$ cat config.mk
export PLATFORM = sky130hd
export DESIGN_NAME = cdb_arbiter_flat
export DESIGN_NICKNAME = d
export VERILOG_FILES = /design/src/rtl/cdb_arbiter_if.sv /design/src/rtl/cdb_arbiter.sv /design/src/flat_wrapper.sv
export SDC_FILE = /design/constraint.sdc
export NUM_CORES = 1
export LEC_CHECK = 0
export ABC_AREA = 0
export BUFFER_PORTS_ARGS = -buffer_cell sky130_fd_sc_hd__clkbuf_2
export CORE_AREA = 2 2 93 95
export DETAILED_ROUTE_END_ITERATION = 8
export DIE_AREA = 0 0 95 97
export MAX_ROUTING_LAYER = met4
export PLACE_DENSITY = 0.8
export SLEW_MARGIN = 20
export SYNTH_ARGS = -nofsm -noshare
export SYNTH_HDL_FRONTEND = slang
export SYNTH_SLANG_ARGS = --single-unit
export TNS_END_PERCENT = 10
$ cat constraint.sdc
create_clock -name clk -period 3.1 [get_ports clk]
set_input_delay 0.465 -clock clk [delete_from_list [all_inputs] [get_ports clk]]
set_output_delay 0.465 -clock clk [all_outputs]
set_load 0.02 [all_outputs]
$ cat src/rtl/cdb_arbiter_if.sv
// cdb_arbiter_if
// Bundles the functional-unit / load result handshake and the common data bus
// broadcast that cdb_arbiter terminates and drives.
//
// Signals:
//   valid_out_bus[3:0]  FU i holds a result on out_i
//   out_0..out_3        FU result packets, held stable until yumi
//   load_valid          ROB has a completed load on out_load
//   out_load            load result packet
//   yumi_bus[3:0]       FU i result consumed this cycle
//   load_yumi           load result consumed this cycle
//   CDB                 registered broadcast packet
//   cdb_valid           CDB carries a valid broadcast this cycle
//   cdb_src             broadcast source: 0-3 = FU index, 4 = load
//
// Modports:
//   master  producer/consumer side (drives valids and packets, sees yumi and CDB)
//   slave   the arbiter
interface cdb_arbiter_if;

  typedef struct packed {
    logic [4:0]  rob_entry;
    logic [31:0] value;
  } CDB_packet_t;

  logic [3:0]  valid_out_bus;
  CDB_packet_t out_0;
  CDB_packet_t out_1;
  CDB_packet_t out_2;
  CDB_packet_t out_3;
  logic        load_valid;
  CDB_packet_t out_load;

  logic [3:0]  yumi_bus;
  logic        load_yumi;
  CDB_packet_t CDB;
  logic        cdb_valid;
  logic [2:0]  cdb_src;

  modport master (
    output valid_out_bus, out_0, out_1, out_2, out_3, load_valid, out_load,
    input  yumi_bus, load_yumi, CDB, cdb_valid, cdb_src
  );

  modport slave (
    input  valid_out_bus, out_0, out_1, out_2, out_3, load_valid, out_load,
    output yumi_bus, load_yumi, CDB, cdb_valid, cdb_src
  );

endinterface

$ cat src/rtl/cdb_arbiter.sv
// cdb_arbiter
// Picks at most one ready result per cycle from four functional units or the
// ROB load path, acknowledges it with a same-cycle yumi and broadcasts its
// packet on the registered common data bus one cycle later.
//
// Priority: a valid load wins unless some FU is waiting and the load has
// already won LOAD_STREAK_MAX times in a row while FUs were waiting; FUs are
// served round-robin starting at rr_ptr.
//
// Ports:
//   clk           single clock, rising edge
//   reset         synchronous, active-high
//   mispredicted  synchronous flush of the speculative backend
//   bus           cdb_arbiter_if.slave (result handshake + CDB broadcast)
//
// Yumi is combinational from the valids, mispredicted and reset; CDB,
// cdb_valid and cdb_src come straight from flops.
module cdb_arbiter #(
  parameter int LOAD_STREAK_MAX = 4
) (
  input  logic          clk,
  input  logic          reset,
  input  logic          mispredicted,
  cdb_arbiter_if.slave  bus
);

  localparam int STREAK_W = (LOAD_STREAK_MAX > 0) ? $clog2(LOAD_STREAK_MAX + 1) : 1;
  localparam logic [STREAK_W-1:0] STREAK_MAX = STREAK_W'(LOAD_STREAK_MAX);
  localparam logic [2:0] SRC_LOAD = 3'd4;

  logic [1:0]          rr_ptr;
  logic [STREAK_W-1:0] streak;

  logic       flush;
  logic       any_fu;
  logic       load_win;
  logic       fu_win;
  logic [1:0] fu_idx;
  logic [1:0] cand;
  logic       found;
  logic [3:0] yumi;

  assign flush  = reset | mispredicted;
  assign any_fu = |bus.valid_out_bus;

  // Round-robin search: first valid FU at rr_ptr, rr_ptr+1, ... (mod 4).
  // NOTE: every variable gets a default at the top of a combinational block
  // so that no path leaves it unassigned, which would infer a latch.
  always_comb begin
    fu_idx = rr_ptr;
    found  = 1'b0;
    cand   = rr_ptr;
    for (int k = 0; k < 4; k++) begin
      cand = rr_ptr + 2'(k);
      if (!found && bus.valid_out_bus[cand]) begin
        fu_idx = cand;
        found  = 1'b1;
      end
    end
  end

  // The load is held back only when FUs are waiting and it has used up its
  // streak allowance; with no FU waiting it always wins.
  assign load_win = !flush && bus.load_valid && (!any_fu || (streak < STREAK_MAX));
  assign fu_win   = !flush && !load_win && found;

  always_comb begin
    yumi = '0;
    if (fu_win) begin
      yumi[fu_idx] = 1'b1;
    end
  end

  assign bus.yumi_bus  = yumi;
  assign bus.load_yumi = load_win;

  // NOTE: sequential state uses non-blocking assignments so every flop samples
  // the pre-edge value of every other flop, independent of statement order.
  always_ff @(posedge clk) begin
    if (flush) begin
      // NOTE: the broadcast datapath is cleared as well as the control flops,
      // because consumers expect an all-zero CDB coming out of a flush.
      bus.CDB       <= '0;
      bus.cdb_valid <= 1'b0;
      bus.cdb_src   <= '0;
      rr_ptr        <= '0;
      streak        <= '0;
    end else if (load_win) begin
      bus.CDB       <= bus.out_load;
      bus.cdb_valid <= 1'b1;
      bus.cdb_src   <= SRC_LOAD;
      // The streak only counts loads that actually made an FU wait.
      if (any_fu) begin
        streak <= (streak == STREAK_MAX) ? streak : streak + STREAK_W'(1);
      end else begin
        streak <= '0;
      end
    end else if (fu_win) begin
      case (fu_idx)
        2'd0:    bus.CDB <= bus.out_0;
        2'd1:    bus.CDB <= bus.out_1;
        2'd2:    bus.CDB <= bus.out_2;
        default: bus.CDB <= bus.out_3;
      endcase
      bus.cdb_valid <= 1'b1;
      bus.cdb_src   <= {1'b0, fu_idx};
      rr_ptr        <= fu_idx + 2'd1;
      streak        <= '0;
    end else begin
      // Idle: packet and source hold so the last broadcast stays observable.
      bus.cdb_valid <= 1'b0;
    end
  end

endmodule

$ cat src/flat_wrapper.sv
// flat-port wrapper written by rule: the top's interface ports become plain ports
module cdb_arbiter_flat 
#(
  parameter int LOAD_STREAK_MAX = 4
)
  (clk, reset, mispredicted, bus_valid_out_bus, bus_out_0, bus_out_1, bus_out_2, bus_out_3, bus_load_valid, bus_out_load, bus_yumi_bus, bus_load_yumi, bus_CDB, bus_cdb_valid, bus_cdb_src);
  cdb_arbiter_if bus_i ();
  input  logic clk;
  input  logic reset;
  input  logic mispredicted;
  input wire logic [$bits(bus_i.valid_out_bus)-1:0] bus_valid_out_bus;
  input wire logic [$bits(bus_i.out_0)-1:0] bus_out_0;
  input wire logic [$bits(bus_i.out_1)-1:0] bus_out_1;
  input wire logic [$bits(bus_i.out_2)-1:0] bus_out_2;
  input wire logic [$bits(bus_i.out_3)-1:0] bus_out_3;
  input wire logic [$bits(bus_i.load_valid)-1:0] bus_load_valid;
  input wire logic [$bits(bus_i.out_load)-1:0] bus_out_load;
  output wire logic [$bits(bus_i.yumi_bus)-1:0] bus_yumi_bus;
  output wire logic [$bits(bus_i.load_yumi)-1:0] bus_load_yumi;
  output wire logic [$bits(bus_i.CDB)-1:0] bus_CDB;
  output wire logic [$bits(bus_i.cdb_valid)-1:0] bus_cdb_valid;
  output wire logic [$bits(bus_i.cdb_src)-1:0] bus_cdb_src;
  assign bus_i.valid_out_bus = bus_valid_out_bus;
  assign bus_i.out_0 = bus_out_0;
  assign bus_i.out_1 = bus_out_1;
  assign bus_i.out_2 = bus_out_2;
  assign bus_i.out_3 = bus_out_3;
  assign bus_i.load_valid = bus_load_valid;
  assign bus_i.out_load = bus_out_load;
  assign bus_yumi_bus = bus_i.yumi_bus;
  assign bus_load_yumi = bus_i.load_yumi;
  assign bus_CDB = bus_i.CDB;
  assign bus_cdb_valid = bus_i.cdb_valid;
  assign bus_cdb_src = bus_i.cdb_src;
  cdb_arbiter #(.LOAD_STREAK_MAX(LOAD_STREAK_MAX)) u_core (.clk(clk), .reset(reset), .mispredicted(mispredicted), .bus(bus_i));
endmodule
Word-level counts from Yosys, hierarchy flattened
Cells that the tools add are included.
- logic and storage cells: 75
- register bits after elaboration: 46
- equal/unequal tests: 4
- add/sub/neg operators: 5
- bitwise operators: 2
- $lt $le $gt $ge: 7
- reduce and logical (&&, ||, !) cells: 21
- multiplexer cells: 29
- operator list (cell ; number):
    $pmux 37 s3 ; 1
    $mux 37 ; 2
    $mux 3 ; 6
    $lt 2x3->1 const B ; 5
    $mux 1 ; 11
    $bmux 1 s2 ; 4
    $logic_and 1x1->1 ; 8
    $logic_not 1->1 ; 6
    $mux 2 ; 3
    $add 2x1->2 const B ; 2
    $add 2x2->2 const B ; 2
    $mux 4 ; 1
    $reduce_and 2->1 ; 2
    $reduce_or 4->1 ; 1
    $add 3x1->3 const B ; 1
    $eq 3x3->1 const B ; 1
    $lt 3x3->1 const B ; 1
    $ne 3x3->1 const B ; 1
    $demux 1 s2 ; 1
    $eq 2x1->1 const B ; 1
    $eq 2x2->1 const B ; 1
    $ge 2x1->1 const B ; 1
    $logic_not 2->1 ; 1
    $reduce_bool 2->1 ; 1
    4 further kinds ; 4

Logic depth before layout (Yosys ltp)
Gate-level depths: netlist of the first run.
- depth after elaboration: 17
- gate-level depth with buffers: 11
- mapped depth without buffers: 9

Least setup slack after synthesis of the first run
Ideal clock, no wire load.
- path kind: input to output
- start: in bus_valid_out_bus[2]
- end: out bus_yumi_bus[1]
- setup slack: 0.480 ns
- stages on the path: 7
- arrival time: 2.155 ns
- buffers on the path: 2
- path through: inv_1 -> o22ai_1 -> a221oi_1 -> ha_1 -> clkbuf_1 -> clkbuf_1 -> and2_1
- cells in the longest elaborated chain, start to end: 17
- elaborated cells between the ends (all ways): 34
- ends and longest elaborated chain (element ; line ; text):
    from (decl) ; flat_wrapper.sv:11 ; input wire logic [$bits(bus_i.valid_out_bus)-1:0] bus_valid_out_bus;
    $bmux 1 s2 ; cdb_arbiter.sv:55 ; if (!found && bus.valid_out_bus[cand]) begin
    $mux 1 (implied by the code) ; cdb_arbiter.sv:55 ;
    $mux 1 ; cdb_arbiter.sv:55 ;
    $logic_not 1->1 ; cdb_arbiter.sv:55 ;
    $logic_and 1x1->1 ; cdb_arbiter.sv:55 ;
    $mux 1 ; cdb_arbiter.sv:55 ;
    $logic_not 1->1 ; cdb_arbiter.sv:55 ;
    $logic_and 1x1->1 ; cdb_arbiter.sv:55 ;
    [... 2 more ...] ; -- ;
    $logic_and 1x1->1 ; cdb_arbiter.sv:55 ;
    $mux 2 * ; cdb_arbiter.sv:55 ;
    named net u_core.fu_idx[0] ; cdb_arbiter.sv:38 ; logic [1:0] fu_idx;
    $lt 2x3->1 (implied by the code) or $ge 2x1->1 (tied branches) ; cdb_arbiter.sv:70 ; yumi[fu_idx] = 1'b1;
    $logic_and 1x1->1 (implied by the code) ; cdb_arbiter.sv:70 ;
    $mux 1 (implied by the code) ; cdb_arbiter.sv:70 ;
    $demux 1 s2 * ; -- ;
    $mux 4 * ; cdb_arbiter.sv:69 ; if (fu_win) begin
    to (decl) ; flat_wrapper.sv:18 ; output wire logic [$bits(bus_i.yumi_bus)-1:0] bus_yumi_bus;
The timed path passes the listed nets; every way through them passes the cells marked *. The select of a mux whose other input is x is not followed.

Final worst setup path of the first run
- start: reg u_core.rr_ptr[1]
- end: out bus_yumi_bus[1]
- cells in the longest elaborated chain, start to end: 17
- elaborated cells between the ends (all ways): 31
- ends and longest elaborated chain (element ; line ; text):
    from (decl) ; cdb_arbiter.sv:31 ; logic [1:0] rr_ptr;
    from (signal assigned) ; cdb_arbiter.sv:107 ; rr_ptr <= fu_idx + 2'd1;
    parallel branches: the longest is 16 deep, another holds $lt 2x3->1 ; -- ;
    $mux 4 * ; cdb_arbiter.sv:69 ;
Mark *: on every way between the ends. The select of a mux whose other input is x is not followed.

==> metrics.md, run 1 <==
| Metric | Value |
|---|---|
| Drt initial violations | 264 |
| TritonCTS clock tree | done |
| Sw frac | 0.336 |
| Starting Density | 0.413 |
| Gate Count Post-Synth | 368 |
| Critical path's slowest cell | dfxtp_1 |
| CTS root buf | clkbuf_8 |
| Nets@finish | 794 |
| Rows | 33 |
| Relative max-transition margin | 0.491 |
| Clock power frac | 0.225 |
| Die Height | 97 um |
| Reg clk slew, reported paths | 80 ps |
| Final Hold Slack | 456 ps |
| Setup TNS | 0 ps |
| Hold Path Sink | u_core.bus.cdb_src[2] |
| Synth warnings | 0 |
| Area Overhead vs Synth | 37.8% |
| Worst Path Max Fanout | 19 |
| Int Pwr | 1070 uW |
| Clock latency on the worst-skew pair | 290 ps |
| Fin. max-slew vios | 0 |
| Power Dens Cells | 346 nW/um^2 |
| Routed wire length | 11200 um |
| Via count | 3842 |
| Dpl hpwl | 8870 um |
| Average cell area after synthesis | 9.14 sq um |
| Post_cts resized | 0 |
| Reg2Reg Launch Point | u_core.rr_ptr[1] |
| Kind of critical path | register to primary output |
| Setup violators final | 0 |
| Synth Cell Area | 3360 sq um |
| Status | completed |
| Sequential Power Share | 0.395 |
| Post-synthesis net count | 568 |
| Worst-case clock buffer depth | 2 |
| Leakage power | 0.00226 uW |
| Maximum vdd ir drop | 178 uV |
| # IOs | 239 |
| Critical path arrival | 2240 ps |
| Reg-to-reg slack, setup | 560 ps |
| Placed cell area | 4550 sq um |
| R2R Path End | u_core.bus.CDB[8] |
| Crit share post-route | 0.873 |
| Die Span X | 95 um |
| Worst Clk Skew | 3.44 ps |
| Gate power share | 0.379 |
| Main area contributors after synthesis | dfxtp_1 (27%), o221ai_2 (17%), mux2i_1 (11%) |
| GR Util All Layers | 0.240 |
| Crit end category | primary output |
| Initial antenna violation count | 0 |
| Top-area cell type share of the netlist area | 0.274 |
| Fin area | 4630 sq um |
| Synth unique cells | 35 |
| Worst path max stage delay | 440 ps |
| Share of cells above drive strength 1 | 0.509 |
| Crit-path cells | nor3b_1, o22ai_1, nor2b_1, or2_2, ha_1, buf_4, and2_1, clkbuf_2 |
| Hold Crit Depth | 2 |
| Post-CTS Hold Buffers | 0 |
| DRC violations left | 0 |
| Gpl congestion | 0.905 |
| Post-synth top area cell | dfxtp_1 |
| Psw | 539 uW |
| DR pass1 iterations | 8 |
| Worst Path Required | 2630 ps |
| #FFs+latches synth | 46 |
| Final Critical Period | 2710 ps |
| Ant diodes | 0 |
| First-pass GRT wire length | 17500 um |
| TritonCTS Buffers | 5 |
| Final hold violation count | 0 |
| Peak Freq | 369 MHz |
| Max-Cap Viols | 0 |
| Commonest non-fill, non-tap cells in the layout | clkbuf_2 (238), nor2_1 (82), dfxtp_1 (46) |
| CP delay by family, top | simple AND/OR/NAND/NOR gates |
| Largest net degree at the start of global routing | 41 |
| RSZ-0062 raised after global routing | false |
| Number of global-route vias before repair | 3714 |
| Leading cell type in the layout, fill and taps excluded | clkbuf_2 |
| Core Region | 8130 sq um |
| Drt via density | 5.50 |
| Final antenna-violating net count | 0 |
| Post-CTS setup buffer count | 0 |
| Worst Reg2Reg Path Length in Cells | 10 |
| Congestion Overflow GR | 0 |
| Die area | 9220 sq um |
| CTS sink count | 46 |
| Seq/Total Area, Yosys | 0.274 |
| IO buf count | 238 |
| Slew @ Worst Pin | 764 ps |
| HP Class | register to register |
| H-tree depth | 2 |
| Hold Crit Start | u_core.bus.cdb_src[2] |
| Critical Path Start Type | register |
| Worst path bufs/invs | 2 |
| Wire per inst | 16.0 um |
-- cell usage after synthesis (all sizes together) --
cell / n
a211o: 1
a21oi: 5
a221oi: 1
a222oi: 37
a22oi: 2
a2bb2oi: 1
and2: 5
buf: 16
clkbuf: 14
dfxtp: 46
dlygate4sd1: 3
ha: 7
inv: 45
mux2i: 38
nand2: 5
nand2b: 3
nand3: 3
nor2: 83
nor2b: 2
nor3: 2
nor3b: 1
nor4: 1
o21ai: 1
o221ai: 37
o22ai: 3
o32ai: 1
o41a: 1
or2: 2
or2b: 1
or3: 1
-- kinds of logic (layout without fill, tap and decap cells) --
logic type | count (synthesis) | after routing | synth area share
buffers and inverters | 78 | 303 | 0.133
DFF | 46 | 46 | 0.274
adders and majority gates | 7 | 7 | 0.0260
AOI/OAI and AO/OA | 90 | 90 | 0.314
muxes | 38 | 38 | 0.113
and+or+nand+nor | 109 | 109 | 0.141
-- layer usage --
metal | vias to the layer above | routed length, um | GRT usage
li1 | 1820 | - | -
met1 | 1780 | 4100 | 0.256
met2 | 207 | 5770 | 0.435
met3 | 35 | 911 | 0.0413
met4 | 0 | 405 | 0.0914
met5 | - | 0 | -
-- per-stage QoR --
| stage | util | setup WS, ps | instances | power, uW |
|---|---|---|---|---|
| CTS | 0.570 | 393 | 698 | 1620 |
| floorplan | - | 480 | 368 | 1020 |
| global placement | 0.560 | 525 | 692 | 1230 |
| detailed placement | 0.560 | 395 | 692 | 1260 |
| global route | 0.570 | 180 | 698 | 1700 |
| finish | 0.570 | 393 | 698 | 1600 |
-- layout make-up --
type                            count  area (sq um)
Multi-Input combinational cell    244          2010
Sequential cell                    46           921
Tap cell                          105           131
Fill cell                         765          3500
Clock buffer                        6          82.6
Timing Repair Buffer              252          1320
Inverter                           45           169
-- registers in the layout, indices dropped and copies added (netlist names) --
signal and flops:
u_core.bus.CDB 37, u_core.bus.cdb_src 3, u_core.streak 3, u_core.rr_ptr 2, u_core.bus.cdb_valid 1
-- power by group through the flow --
stage | combinational (uW) | sequential, uW | clock (uW)
after floorplan | 345 | 678 | 0
after global placement | 587 | 647 | 0
after detailed placement | 606 | 649 | 0
after CTS | 609 | 635 | 380
after global routing | 663 | 638 | 398
final | 609 | 635 | 362
-- tightest hold or removal path: stages, from the launching register on --
cell and delay [ps]:
dfxtp_1 310, nand2_1 50, a21oi_1 50
-- worst max-delay path by stage --
stage | startpoint | end | slack (ps) | cells past startpoint
2_1_floorplan | bus_valid_out_bus[2] | bus_yumi_bus[1] | 480 | 7
3_3_place_gp | bus_valid_out_bus[1] | u_core.bus.CDB[30] | 530 | 11
3_5_place_dp | bus_valid_out_bus[1] | u_core.bus.CDB[8] | 400 | 11
4_1_cts | u_core.rr_ptr[1] | bus_yumi_bus[1] | 390 | 8
5_1_grt | u_core.rr_ptr[1] | bus_yumi_bus[2] | 180 | 7
6_report | u_core.rr_ptr[1] | bus_yumi_bus[1] | 390 | 8
Power figures use the tool's default switching activity.
==> run 2: changes to the inputs <==
--- a/config.mk
+++ b/config.mk
@@ -6,7 +6,7 @@
 export NUM_CORES = 1
 export LEC_CHECK = 0
 export ABC_AREA = 0
-export BUFFER_PORTS_ARGS = -buffer_cell sky130_fd_sc_hd__clkbuf_2
+export BUFFER_PORTS_ARGS = -buffer_cell sky130_fd_sc_hd__buf_4
 export CORE_AREA = 2 2 93 95
 export DETAILED_ROUTE_END_ITERATION = 8
 export DIE_AREA = 0 0 95 97
==> run 2 against run 1 <==
Critical path type unchanged. Flip-flop and latch count stayed put. Die area stayed put. Total power is 4.4% higher. Global-route usage is 2.5 points higher. Fmax is 0.22% lower. Sequential power hardly changed. First-iteration DRC count is 0.76% higher. Non-clock buffer count stayed put. Worst setup slack worse by 6.0 ps.
==> metrics.md, run 2 (synthesis gave the netlist of run 1 again) <==
| Metric | Value |
|---|---|
| Drt initial violations | 266 (+0.76%) |
| Nets@finish | 794 (unchanged) |
| DR pass1 iterations | 8 (unchanged) |
| Final core utilization | 0.642 (+0.0725) |
| Drt via density | 5.48 (-0.51%) |
| Commonest non-fill, non-tap cells in the layout | buf_4 (250), nor2_1 (82), dfxtp_1 (46) |
| Post-CTS setup buffer count | 0 (unchanged) |
| H-tree depth | 2 (unchanged) |
| Placed cells | 692 (unchanged) |
| Dpl hpwl | 9620 um (+8.4%) |
| Via count | 3828 (-0.36%) |
| Sw frac | 0.327 (-0.00876) |
| Max-Cap Viols | 0 (unchanged) |
| Leakage power | 0.00242 uW (+7.0%) |
| Sequential Power Share | 0.379 (-0.016) |
| Finished Layout Cells | 699 (+0.14%) |
| RSZ-0062 raised after global routing | false |
| Status | completed |
| Post_cts resized | 0 (unchanged) |
| TritonCTS Buffers | 5 (unchanged) |
| Reg clk slew, reported paths | 80 ps (about the same) |
| Largest registers | u_core.bus.CDB (37), u_core.bus.cdb_src (3), u_core.streak (3) |
| GR Util All Layers | 0.265 (+0.0252) |
| Final antenna-violating net count | 0 (unchanged) |
| Int Pwr | 1130 uW (+5.8%) |
| Slew @ Worst Pin | 746 ps (-17.7 ps) |
| Crit share post-route | 0.875 (+0.00192) |
| Area Overhead vs Synth | 55.3% |
| Worst Clk Skew | 5.60 ps (+2.16 ps) |
| Critical path arrival | 2250 ps (about the same) |
| First-pass GRT wire length | 19000 um (+8.8%) |
| Final Critical Period | 2710 ps (+5.95 ps) |
| CTS root buf | clkbuf_8 |
| Routed wire length | 12200 um (+9.3%) |
| Worst Path Max Fanout | 19 (unchanged) |
| Register Area | 921 sq um (unchanged) |
| Die Height | 97 um (unchanged) |
| Maximum vdd ir drop | 180 uV (+1.1%) |
| Final Hold Slack | 470 ps (+13.6 ps) |
| Gate power share | 0.415 (+0.036) |
| Leading cell type in the layout, fill and taps excluded | buf_4 |
| Filler cell count | 721 (-5.8%) |
| CTS sink count | 46 (unchanged) |
| Gpl congestion | 0.851 (-6.0%) |
| Ant diodes | 0 (unchanged) |
| Kind of critical path | register to primary output |
| Hold Crit Depth | 3 (+1) |
| Fin area | 5220 sq um (+13%) |
| Clock latency on the worst-skew pair | 290 ps (about the same) |
| Relative max-transition margin | 0.502 (+0.0118) |
| Share of cells above drive strength 1 | 0.507 (-0.00254) |
| Placed cell area | 5150 sq um (+13%) |
| Final hold violation count | 0 (unchanged) |
| Largest net degree at the start of global routing | 41 (unchanged) |
| Setup TNS | 0 ps (unchanged) |
| Congestion Overflow GR | 0 (unchanged) |
| Peak Freq | 369 MHz (-0.22%) |
| Critical Path Start Type | register |
| Rows | 33 (unchanged) |
| Starting Density | 0.413 (unchanged) |
| Worst Reg2Reg Path Length in Cells | 10 (unchanged) |
| Fin. max-slew vios | 0 (unchanged) |
| Most flop-heavy register | u_core.bus.CDB |
| IO buf count | 238 (unchanged) |
| Setup violators final | 0 (unchanged) |
| Psw | 548 uW (+1.7%) |
| Crit end category | primary output |
| Worst-case clock buffer depth | 2 (unchanged) |
| Wire per inst | 17.5 um (+9.1%) |
| Die Span X | 95 um (unchanged) |
| TritonCTS clock tree | done |
| HP Class | input pin to register |
| Clock power frac | 0.206 (-0.019) |
| Number of global-route vias before repair | 3839 (+3.4%) |
| Multi-input logic area | 2010 sq um (unchanged) |
| Largest register FFs | 37 (unchanged) |
| Initial antenna violation count | 0 (unchanged) |
| Core Region | 8130 sq um (unchanged) |
| Die area | 9220 sq um (unchanged) |
| Post-CTS Hold Buffers | 0 (unchanged) |
| Worst Path Required | 2630 ps (about the same) |
| # IOs | 239 (unchanged) |
| Power Dens Cells | 321 nW/um^2 (-7.3%) |
| DRC violations left | 0 (unchanged) |
## run 2: changes by cell type in the layout (fill, tap and decap cells not counted), sizes merged
cell	previous run	this run
buf	14	252
clkbuf	244	7
## run 2: final timing paths
path	start	end	slack, ps
setup / recovery	u_core.rr_ptr[1]	bus_yumi_bus[1]	390
hold / removal	bus_out_load[16]	u_core.bus.CDB[16]	470
setup reg to reg	u_core.rr_ptr[1]	u_core.bus.CDB[34]	510
hold reg to reg	u_core.bus.CDB[26]	u_core.bus.CDB[26]	470
## run 2: metrics by stage
step	worst slack [ps]	total power [uW]
floorplan	480	1020
global placement	502	1320
detailed placement	345	1340
CTS	377	1700
global route	274	1780
finish	387	1680
## run 2: worst max-delay path, stage by stage, from the launching register on
cell and delay (ps):
dfxtp_1 460, nor3b_1 210, o22ai_1 100, nor2b_1 150, or2_2 310, ha_1 200, buf_4 220, and2_1 160
buf_4 150
## run 2: area by class of cell
class | count | share of cell area
clock buffer | 7 | 0.0146
inverter | 45 | 0.0323
multi-input combinational | 244 | 0.385
sequential | 46 | 0.176
tap | 105 | 0.0251
timing repair buffer | 252 | 0.367
## run 2: routing by layer
| metal | share of wire | track usage | wire [um] | vias to the layer above |
|---|---|---|---|---|
| li1 | - | - | - | 1831 |
| met1 | 0.37 | 0.283 | 4480 | 1787 |
| met2 | 0.53 | 0.477 | 6470 | 181 |
| met3 | 0.074 | 0.0522 | 910 | 29 |
| met4 | 0.030 | 0.0981 | 367 | 0 |
| met5 | 0 | - | 0 | - |
## run 2: power by group through the flow
| stage | registers (uW) | logic, uW | clock network, uW |
|---|---|---|---|
| final | 635 | 696 | 345 |
| after global routing | 639 | 752 | 385 |
| after CTS | 635 | 696 | 364 |
| after detailed placement | 649 | 695 | 0 |
| after global placement | 648 | 673 | 0 |
| after floorplan | 678 | 345 | 0 |
==> run 3: changes to the inputs <==
--- a/config.mk
+++ b/config.mk
@@ -5,13 +5,13 @@
 export SDC_FILE = /design/constraint.sdc
 export NUM_CORES = 1
 export LEC_CHECK = 0
-export ABC_AREA = 0
+export ABC_AREA = 1
 export BUFFER_PORTS_ARGS = -buffer_cell sky130_fd_sc_hd__buf_4
 export CORE_AREA = 2 2 93 95
 export DETAILED_ROUTE_END_ITERATION = 8
 export DIE_AREA = 0 0 95 97
 export MAX_ROUTING_LAYER = met4
-export PLACE_DENSITY = 0.8
+export PLACE_DENSITY = 0.77
 export SLEW_MARGIN = 20
 export SYNTH_ARGS = -nofsm -noshare
 export SYNTH_HDL_FRONTEND = slang
==> run 3 against run 2 <==
Fmax is 3.7% lower. Non-clock buffer count is 2 lower. Highest routed layer unchanged. Count of clock-buffer cells in the layout is 1 lower. Via count is 10% higher.
==> metrics.md, run 3 <==
| Metric | Value |
|---|---|
| Status | completed |
| Routed wire length | 12500 um (+2.3%) |
| Number of global-route vias before repair | 3931 (+2.4%) |
| Synth warnings | 0 (unchanged) |
| Core Region | 8130 sq um (unchanged) |
| Gpl congestion | 0.890 (+4.6%) |
| Critical path arrival | 2350 ps (+100 ps) |
| Initial antenna violation count | 0 (unchanged) |
| Most flop-heavy register | u_core.bus.CDB |
| DR pass1 iterations | 4 (-4) |
| Int Pwr | 1240 uW (+10%) |
| HP Class | input pin to register |
| WP depth | 15 (+7) |
| Worst Reg2Reg Path Length in Cells | 16 (+6) |
| Synth unique cells | 24 (-31%) |
| Reg2Reg Launch Point | u_core.rr_ptr[0] |
| Placed cell area | 4960 sq um (-3.7%) |
| Leading cell type in the layout, fill and taps excluded | buf_4 |
| Gate power share | 0.516 (+0.101) |
| Post-synth EDFFs | 0 (unchanged) |
| Most used flip-flop cell after synthesis | dfxtp_1 |
| Final Critical Period | 2820 ps (+104 ps) |
| CP delay by family, top | simple AND/OR/NAND/NOR gates |
| Peak Freq | 355 MHz (-3.7%) |
| Psw | 872 uW (+59%) |
| GR Util All Layers | 0.266 (+0.000865) |
| Crit end category | primary output |
| First-pass GRT wire length | 19100 um (+0.25%) |
| Worst Clk Skew | 8.63 ps (+3.03 ps) |
| #FFs+latches synth | 46 (unchanged) |
| Gate Count Post-Synth | 489 (+33%) |
| Post-synth top area cell | dfxtp_1 |
| Final antenna-violating net count | 0 (unchanged) |
| Max-Cap Viols | 0 (unchanged) |
| Largest register FFs | 37 (unchanged) |
| Worst-case clock buffer depth | 2 (unchanged) |
| Post-synthesis net count | 689 (+21%) |
| Slew @ Worst Pin | 633 ps (-113 ps) |
| Top-area cell type share of the netlist area | 0.295 (+0.0212) |
| Maximum vdd ir drop | 239 uV (+33%) |
| Setup violators final | 0 (unchanged) |
| Reg-to-reg slack, setup | 490 ps (-20 ps) |
| Crit share post-route | 0.909 (+0.0336) |
| Starting Density | 0.384 (-0.0297) |
| Final hold violation count | 0 (unchanged) |
| Worst setup path endpoint | bus_yumi_bus[0] |
| Congestion Overflow GR | 0 (unchanged) |
| Worst Path Required | 2630 ps (about the same) |
| CTS sink count | 46 (unchanged) |
| Kind of critical path | register to primary output |
| Setup TNS | 0 ps (unchanged) |
| Register Area | 923 sq um (+0.27%) |
| Reg clk slew, reported paths | 90 ps (about the same) |
| Most common cell on crit path | nand2_1 |
| Final Hold Slack | 458 ps (-11.8 ps) |
| Die Height | 97 um (unchanged) |
| Leakage power | 0.00242 uW (about the same) |
| Critical path's slowest cell | dfxtp_2 |
| Seq/Total Area, Yosys | 0.295 (+0.0212) |
| DRC violations left | 0 (unchanged) |
| Area Overhead vs Synth | 61.7% |
| Sw frac | 0.412 (+0.0850) |
| Ant diodes | 0 (unchanged) |
| Worst path bufs/invs | 5 (+3) |
| RSZ-0062 raised after global routing | false |
| Largest net degree at the start of global routing | 48 (+17%) |
| Cell with the most instances after synthesis | nand2_1 |
| Multi-input logic area | 1950 sq um (-3.1%) |
| Share of cells above drive strength 1 | 0.396 (-0.110) |
| Wire per inst | 15.4 um (-12%) |
| Nets@finish | 908 (+14%) |
| Drt initial violations | 197 (-26%) |
| Via count | 4222 (+10%) |
| Critical path origin | u_core.rr_ptr[0] |
| Share of flip-flops with an asynchronous set or reset | 0 (unchanged) |
| R2R Path End | u_core.bus.CDB[10] |
| Power Dens Cells | 419 nW/um^2 (+31%) |
| Commonest non-fill, non-tap cells in the layout | buf_4 (249), nand2_1 (154), o21ai_0 (77) |
| TritonCTS Buffers | 5 (unchanged) |
| Sequential Power Share | 0.304 (-0.075) |
| Filler cell count | 749 (+3.9%) |
| Relative max-transition margin | 0.577 (+0.0747) |
| Rows | 33 (unchanged) |
| Worst path max stage delay | 430 ps (-30 ps) |
| Critical Path Start Type | register |
| H-tree depth | 2 (unchanged) |
| Crit-path cells | inv_2, nand2_1, nand3_1, nand2_1, inv_1, nor2_4, nand3_1, nand2_1, nand2_1, nand2_1, ha_1, buf_6, inv_1, nor2_1, buf_4 |
| Synth Cell Area | 3120 sq um (-7.2%) |
| Drt via density | 5.19 (-5.3%) |
| Dpl hpwl | 9440 um (-1.8%) |
| Largest registers | u_core.bus.CDB (37), u_core.bus.cdb_src (3), u_core.streak (3) |
| Clock power frac | 0.180 (-0.026) |
| IO buf count | 238 (unchanged) |
| Clock latency on the worst-skew pair | 300 ps (about the same) |
| Fin. max-slew vios | 0 (unchanged) |
| Average cell area after synthesis | 6.38 sq um (-30%) |
| Main area contributors after synthesis | dfxtp_1 (29%), nand2_1 (19%), o21ai_0 (12%) |
| # IOs | 239 (unchanged) |
| Worst Path Max Fanout | 16 (-3) |
| CTS root buf | clkbuf_8 |
| TritonCTS clock tree | done |
| Die area | 9220 sq um (unchanged) |
| Most frequent cells after synthesis | nand2_1 (154), o21ai_0 (77), dfxtp_1 (46) |
| Fin area | 5050 sq um (-3.4%) |
| Die Span X | 95 um (unchanged) |
[run 3: cell types whose count changed after synthesis, sizes merged, moves of 38 or more]
cell	delta
o21ai	+78
nand4	+40
nand2	+153
mux2i	-38
[run 3: what timing repair did]
item | CTS | global route
buffers inserted | 0 | 0
resized for setup | 0 | 3
setup endpoints to repair | 0 | 4
hold buffers | 0 | 0
[run 3: tightest hold or removal path, stage by stage]
cell and delay, ps:
buf_4 90, nor2_4 40, nand2_1 40, o21ai_0 70
[run 3: power by group through the flow]
stage / Combinational [uW] / Clock (uW) / Sequential [uW]
2_1_floorplan: 630 / 0 / 686
3_3_place_gp: 1060 / 0 / 654
3_5_place_dp: 1080 / 0 / 656
4_1_cts: 1090 / 388 / 642
5_1_grt: 1220 / 408 / 647
6_report: 1090 / 382 / 643
[run 3: worst min-delay path by stage]
| stage | slack (ps) | end | start | cells past startpoint |
|---|---|---|---|---|
| floorplan | 450 | u_core.streak[0] | u_core.streak[0] | 1 |
| global placement | 460 | u_core.streak[0] | u_core.streak[0] | 1 |
| detailed placement | 470 | u_core.bus.cdb_src[0] | u_core.bus.cdb_src[0] | 2 |
| CTS | 460 | u_core.bus.cdb_src[2] | reset | 4 |
| global route | 480 | u_core.streak[1] | reset | 4 |
| finish | 460 | u_core.bus.cdb_src[2] | reset | 4 |
[run 3: cell type report]
type,instances,share of cell area
clock inverter,2,0.00273
clock buffer,6,0.0144
multi-input combinational,384,0.386
sequential,46,0.183
tap,105,0.0260
timing repair buffer,250,0.372
inverter,21,0.0156
[run 3: cells by family (layout without fill, tap and decap cells)]
| kind of cell | after synthesis | count (layout) | synth area share |
|---|---|---|---|
| compound gates | 121 | 121 | 0.242 |
| buf+inv | 59 | 279 | 0.0810 |
| simple gates | 256 | 256 | 0.354 |
| flops | 46 | 46 | 0.295 |
| fa+ha+maj | 7 | 7 | 0.0281 |
[run 3: layer usage]
layer | vias up | part of all wire | global-route usage
li1 | 2102 | - | -
met1 | 1892 | 0.39 | 0.309
met2 | 199 | 0.51 | 0.463
met3 | 29 | 0.074 | 0.0428
met4 | 0 | 0.028 | 0.0870
met5 | - | 0 | -
[run 3: stage by stage]
stage	util	total power, uW	setup WS, ps	std cells
final	0.621	2120	283	814
after global routing	0.621	2270	30.9	814
after CTS	0.620	2120	115	814
after detailed placement	0.609	1740	345	806
after global placement	0.609	1710	499	806
after floorplan	-	1320	379	489
